===== src/rtl/maxpool_stream_pkg.sv =====
// rtl/maxpool_stream_pkg.sv - shared pooling mode enum and accumulator width helper
package maxpool_stream_pkg;

  typedef enum logic {
    POOL_MAX = 1'b0,
    POOL_AVG = 1'b1
  } pool_mode_e;

  // Room for POOL*POOL full-width elements so the window sum never overflows.
  function automatic int accw(input int bits, input int pool);
    return 2 * bits + 2 * $clog2(pool);
  endfunction

endpackage


===== src/rtl/maxpool_stream_combine.sv =====
// rtl/maxpool_stream_combine.sv - combinational per-element max/sum combine
module pool_combine
  import maxpool_stream_pkg::*;
#(
  parameter int BITS   = 8,
  parameter int POOL   = 2,
  parameter int SIGNED = 0,
  localparam int AW    = accw(BITS, POOL)
) (
  input  pool_mode_e          mode,
  input  logic                init,
  input  logic [AW-1:0]       acc,
  input  logic [2*BITS-1:0]   din,
  output logic [AW-1:0]       acc_next
);

  logic [AW-1:0] dinExt;
  logic          greater;

  // Entries always hold the extended element, so max compares at full width.
  always_comb begin
    if (SIGNED != 0) begin
      dinExt  = {{(AW-2*BITS){din[2*BITS-1]}}, din};
      greater = $signed(dinExt) > $signed(acc);
    end else begin
      dinExt  = {{(AW-2*BITS){1'b0}}, din};
      greater = dinExt > acc;
    end

    acc_next = acc;
    if (init) begin
      acc_next = dinExt;
    end else if (mode == POOL_AVG) begin
      acc_next = acc + dinExt;
    end else if (greater) begin
      acc_next = dinExt;
    end
  end

endmodule


===== src/rtl/maxpool_stream.sv =====
// rtl/maxpool_stream.sv - streaming POOLxPOOL max/avg pooling over a DIMxDIM raster frame
module maxpool_stream
  import maxpool_stream_pkg::*;
#(
  parameter int BITS   = 8,
  parameter int DIM    = 32,
  parameter int POOL   = 2,
  parameter int SIGNED = 0
) (
  input  logic                clk,
  input  logic                rst_n,
  input  logic                mode,
  input  logic                clear,
  input  logic                in_valid,
  output logic                in_ready,
  input  logic [2*BITS-1:0]   in_data,
  output logic                out_valid,
  input  logic                out_ready,
  output logic [2*BITS-1:0]   out_data,
  output logic                out_last
);

  localparam int W   = 2 * BITS;
  localparam int AW  = accw(BITS, POOL);
  localparam int PSH = $clog2(POOL);
  localparam int SH  = 2 * PSH;
  localparam int NE  = DIM / POOL;
  localparam int CW  = (DIM > 1) ? $clog2(DIM) : 1;
  localparam int IW  = (NE > 1) ? $clog2(NE) : 1;

  logic [CW-1:0] row, col;
  pool_mode_e    modeLat, modeEff;
  logic [AW-1:0] partBuf [NE];
  logic [IW-1:0] idx;
  logic          inXfer, firstWin, lastWin, firstElem, lastCol, lastRow;
  logic [AW-1:0] accNext;
  logic [W-1:0]  result;

  assign in_ready  = !out_valid || out_ready;
  assign inXfer    = in_valid && in_ready;
  assign idx       = IW'(col >> PSH);
  assign firstWin  = (row[PSH-1:0] == '0) && (col[PSH-1:0] == '0);
  assign lastWin   = (&row[PSH-1:0]) && (&col[PSH-1:0]);
  assign firstElem = (row == '0) && (col == '0);
  assign lastCol   = (col == CW'(DIM - 1));
  assign lastRow   = (row == CW'(DIM - 1));

  // The first element of a frame uses the live mode pin; the rest use the latched copy.
  assign modeEff = firstElem ? pool_mode_e'(mode) : modeLat;

  pool_combine #(
    .BITS   (BITS),
    .POOL   (POOL),
    .SIGNED (SIGNED)
  ) u_combine (
    .mode     (modeEff),
    .init     (firstWin),
    .acc      (partBuf[idx]),
    .din      (in_data),
    .acc_next (accNext)
  );

  always_comb begin
    result = accNext[W-1:0];
    if (modeEff == POOL_AVG) begin
      if (SIGNED != 0) begin
        result = W'($signed(accNext) >>> SH);
      end else begin
        result = W'(accNext >> SH);
      end
    end
  end

  always_ff @(posedge clk or negedge rst_n) begin
    if (!rst_n) begin
      row       <= '0;
      col       <= '0;
      out_valid <= 1'b0;
      out_data  <= '0;
      out_last  <= 1'b0;
      modeLat   <= POOL_MAX;
    end else if (clear) begin
      row       <= '0;
      col       <= '0;
      out_valid <= 1'b0;
      out_last  <= 1'b0;
    end else begin
      if (out_valid && out_ready) begin
        out_valid <= 1'b0;
      end
      if (inXfer) begin
        if (firstElem) begin
          modeLat <= pool_mode_e'(mode);
        end
        if (lastCol) begin
          col <= '0;
          row <= lastRow ? '0 : row + 1'b1;
        end else begin
          col <= col + 1'b1;
        end
        if (lastWin) begin
          out_valid <= 1'b1;
          out_data  <= result;
          out_last  <= lastRow && lastCol;
        end
      end
    end
  end

  // Window partials live only in this row-wide buffer; a restarted frame reloads on its first window element.
  always_ff @(posedge clk) begin
    if (inXfer && !clear) begin
      partBuf[idx] <= accNext;
    end
  end

endmodule


===== config.mk =====
export PLATFORM = sky130hd
export DESIGN_NAME = maxpool_stream
export DESIGN_NICKNAME = d
export VERILOG_FILES = /design/src/rtl/maxpool_stream_pkg.sv /design/src/rtl/maxpool_stream_combine.sv /design/src/rtl/maxpool_stream.sv
export SDC_FILE = /design/constraint.sdc
export NUM_CORES = 1
export LEC_CHECK = 0
export CAP_MARGIN = 40
export CORE_MARGIN = 2
export CORE_UTILIZATION = 45
export CTS_CLUSTER_SIZE = 12
export DETAILED_ROUTE_END_ITERATION = 16
export SYNTH_ARGS = -nofsm -noshare
export SYNTH_HDL_FRONTEND = slang
export SYNTH_SLANG_ARGS = --single-unit
export TNS_END_PERCENT = 50

===== constraint.sdc =====
create_clock -name clk -period 7.2 [get_ports clk]
set_input_delay 1.8 -clock clk [delete_from_list [all_inputs] [get_ports clk]]
set_output_delay 1.8 -clock clk [all_outputs]
set_load 0.03 [all_outputs]

==> summary.md <==
| Metric | Value |
|---|---|
| Max-slew violations | 0 |
| Routed WL | 35700 µm |
| Number of cells on the critical path | 11 |
| Reg2reg start | col[1]$_DFFE_PN0P_ |
| Ant diodes | 0 |
| Drt via density | between 6 and 7 |
| Synth warnings | 0 |
| Critical path buffer and inverter count | 2 |
| Hold Crit Class | reg2reg |
| Synth Cell Area | approximately 0.014 mm² |
| Leak pwr | around 5.5 nW |
| Setup TNS | 0 ns |
| Crit path from | col[1]$_DFFE_PN0P_ |
| Via count | about 8300 |
| Crit-path cells | buf_4, mux4_2, mux4_2, inv_1, ha_1, or4_1, a2111oi_2, nor4b_1, a2111oi_0, xnor2_1, nor2_1 |
| Post-layout nets | 1000 |
| Clk slew on worst S/H paths | 0.06 ns |
| Hold depth | 2 |
| GR Overflow Total | 0 |
| Post-CTS Setup Inserts | 0 |
| CTS sink cnt | roughly 320 |
| Peak VDD IR | approximately 140 µV |
| CP Launch Type | flip-flop |
| Slowest-stage cell, CP | dfrtp_4 |
| Area of the core | about 0.031 mm² |
| RSZ-0062 raised after global routing | false |
| Vias in the first global route | between 8000 and 9000 |
| Share of layout cells above drive strength 1 | 0.227 |
| Clock Path Buffers | 3 |
| Predominant post-synthesis flop cell | edfxtp_1 |
| Yosys reg bits | about 320 |
| Worst-Skew Late Latency | between 0.5 and 0.6 ns |
| Setup crit end kind | flip-flop |
| Port bufs | 40 |
| Total power | approximately 4.2 mW |
| Drt first pass iters | 4 |
| Library cells used by synthesis | just under 70 |
| Most frequent cells in the layout | edfxtp_1 (288), mux4_2 (88), nor2_1 (44) |
| First-pass GRT wire length | 53300 µm |
| Final setup fails | 0 |
| R2r worst-path depth | 11 |
| Initial antenna violation count | 0 |
| Max-Cap Viols | 0 |
| Max Clock Skew | 0.0121 ns |
| Commonest non-fill, non-tap cell in the layout | edfxtp_1 |
| Die ar. | roughly 0.033 mm² |
| Fraction of registers with async set or reset after synthesis | 0.0915 |
| Wirelength per Cell | roughly 26 µm |
| Max frequency | 174 MHz |
| Tmin final | 5.76 ns |
| CTS root buffer | clkbuf_16 |
| Hold buffers post-CTS | 0 |
| Pin count of the biggest net entering global routing | 52 |
| Synthesized area per cell | 16.5 µm² |
| TritonCTS buffer count | 35 |
| Overall Global Routing Usage | 0.221 |
| Peak fanout along the critical path | 37 |
| Row count | 65 |
| CP Data Required Time | 7.39 ns |
| Final hold violation count | 0 |
| Status | finished, final reports clean |
| TritonCTS clock tree | done |
| DIE HEIGHT | about 180 µm |
| Global placement routability congestion | roughly 0.96 |
| I/O pin total | 41 |
| Hold Path Origin | out_data[0]$_DFFE_PN0P_ |
| Post-DP HPWL | 22900 µm |
| Width of the die | approximately 180 µm |
| Fin crit share | 0.799 |
| Post-CTS Resized | 0 |
| DR iter-0 viols | approximately 740 |
| PwrDens | ~250 mW/mm² |
| H-tree Lvls | 2 |
| Synthesis-to-layout area growth | 16.8% |
| WP data arrival | just under 6 ns |
| Max-slew headroom | 0.411 |
| Sequential element share of the synthesized area | 0.659 |
| Synth Net Count | 925 |
| DRC | 0 |
| Initial core utilization | 0.454 |
| Post-route ant nets | 0 |
| Crit Path Category | reg2reg |
| Post-synth EDFFs | about 290 |
| CP dominant cell by count | mux4_2 |
| Worst path max stage delay | between 0.8 and 0.9 ns |
| Cell count after synthesis | 864 |
| Actual slew at the worst max-slew pin | around 0.9 ns |
| Top delay family on crit path | simple AND/OR/NAND/NOR gates |
[routing by layer]
metal / vias to the layer above / wire, µm / global-route usage / part of all wire
li1: 3608 / - / - / -
met1: 4306 / 15500 / 0.308 / 0.43
met2: 273 / 17100 / 0.358 / 0.48
met3: 63 / 1890 / 0.0325 / 0.053
met4: 0 / 1200 / 0.0767 / 0.034
met5: - / 0 / 0 / 0
[synth_stat cells (2+ instances only)]
library cell	n	area, µm²
edfxtp_1	288	8650
mux4_2	88	1980
nor2_1	56	210
a21oi_1	40	200
ha_1	38	475
nand2_1	33	124
clkbuf_1	30	113
dfrtp_1	29	726
inv_1	29	109
o21ai_0	29	145
nor3_1	21	105
nand3_1	17	85.1
a31oi_1	11	68.8
nand2b_1	11	68.8
o22ai_1	9	56.3
a211oi_1	8	60.1
xnor2_1	8	70.1
and3_1	7	43.8
mux2i_1	7	70.1
nor2b_1	7	43.8
buf_2	6	30.0
o211ai_1	6	45.0
o31ai_1	6	45.0
buf_1	5	18.8
nand4_1	5	31.3
nor4b_1	5	43.8
or4_1	5	37.5
mux2_2	4	45.0
xor2_1	4	35.0
a21o_1	3	22.5
buf_6	3	33.8
o21bai_1	3	22.5
or2_2	3	18.8
or3_1	3	18.8
nor4_1	2	12.5
o21ai_1	2	10.0
or4b_2	2	20.0
[layout make-up]
type / instances / area [µm²]
clock buffers: 45 / 933
clock inverters: 12 / 156
fillers: 2482 / 14700
inverters: 29 / 109
multi-input cells: 473 / 4640
flip-flops and latches: 317 / 9380
well taps: 402 / 503
repair buffers: 83 / 873
[metrics by stage]
stage	instance area (µm²)	cells	util	setup WS, ns	hold slack, ns
2_1_floorplan	14200	864	-	2.22	0.512
6_report	16600	1361	0.530	1.44	0.474
5_1_grt	16600	1361	0.530	0.987	0.512
4_1_cts	16600	1361	0.530	1.37	0.483
3_5_place_dp	15500	1304	0.495	1.42	0.471
3_3_place_gp	15300	1292	0.488	1.42	0.462
[power breakdown]
part | switching [mW] | total [mW] | internal [mW]
combinational | 0.273 | 0.442 | 0.169
clock | 0.688 | 1.71 | 1.02
sequential | 0.0139 | 2.07 | 2.06
[logic make-up after synthesis]
family / Yosys count / synth area share
adder cells (fa/ha/maj): 39 / 0.0349
AO/OA/AOI/OAI: 140 / 0.0649
multiplexers: 99 / 0.148
buffers and inverters: 74 / 0.0219
AND/OR/NAND/NOR: 183 / 0.0640
flip-flops: 317 / 0.659
XOR/XNOR: 12 / 0.00739
[state kept, by name, summed over array words and instances, names as in the netlist]
signal,flops
partBuf,288
modeLat,1
row,5
out_valid,1
col,5
out_last,1
out_data,16
[tightest hold or removal path: cells and delay by family (launching register included)]
kind	cells	cell delay, ns
AND/OR/NAND/NOR	1	0.04
flip-flops	1	0.34
AO/OA/AOI/OAI	1	0.05
[worst paths after layout]
kind	endpoint	slack [ns]
worst max-delay path	partBuf[3][17]$_DFFE_PP_	1.44
worst min-delay path	out_data[0]$_DFFE_PN0P_	0.47
worst max register to register	partBuf[3][17]$_DFFE_PP_	1.44
worst min register to register	out_data[0]$_DFFE_PN0P_	0.47
max in group asynchronous	col[2]$_DFFE_PN0P_	5.21
min in group asynchronous	row[3]$_DFFE_PN0P_	1.68
(Power assumes the default switching activity.)
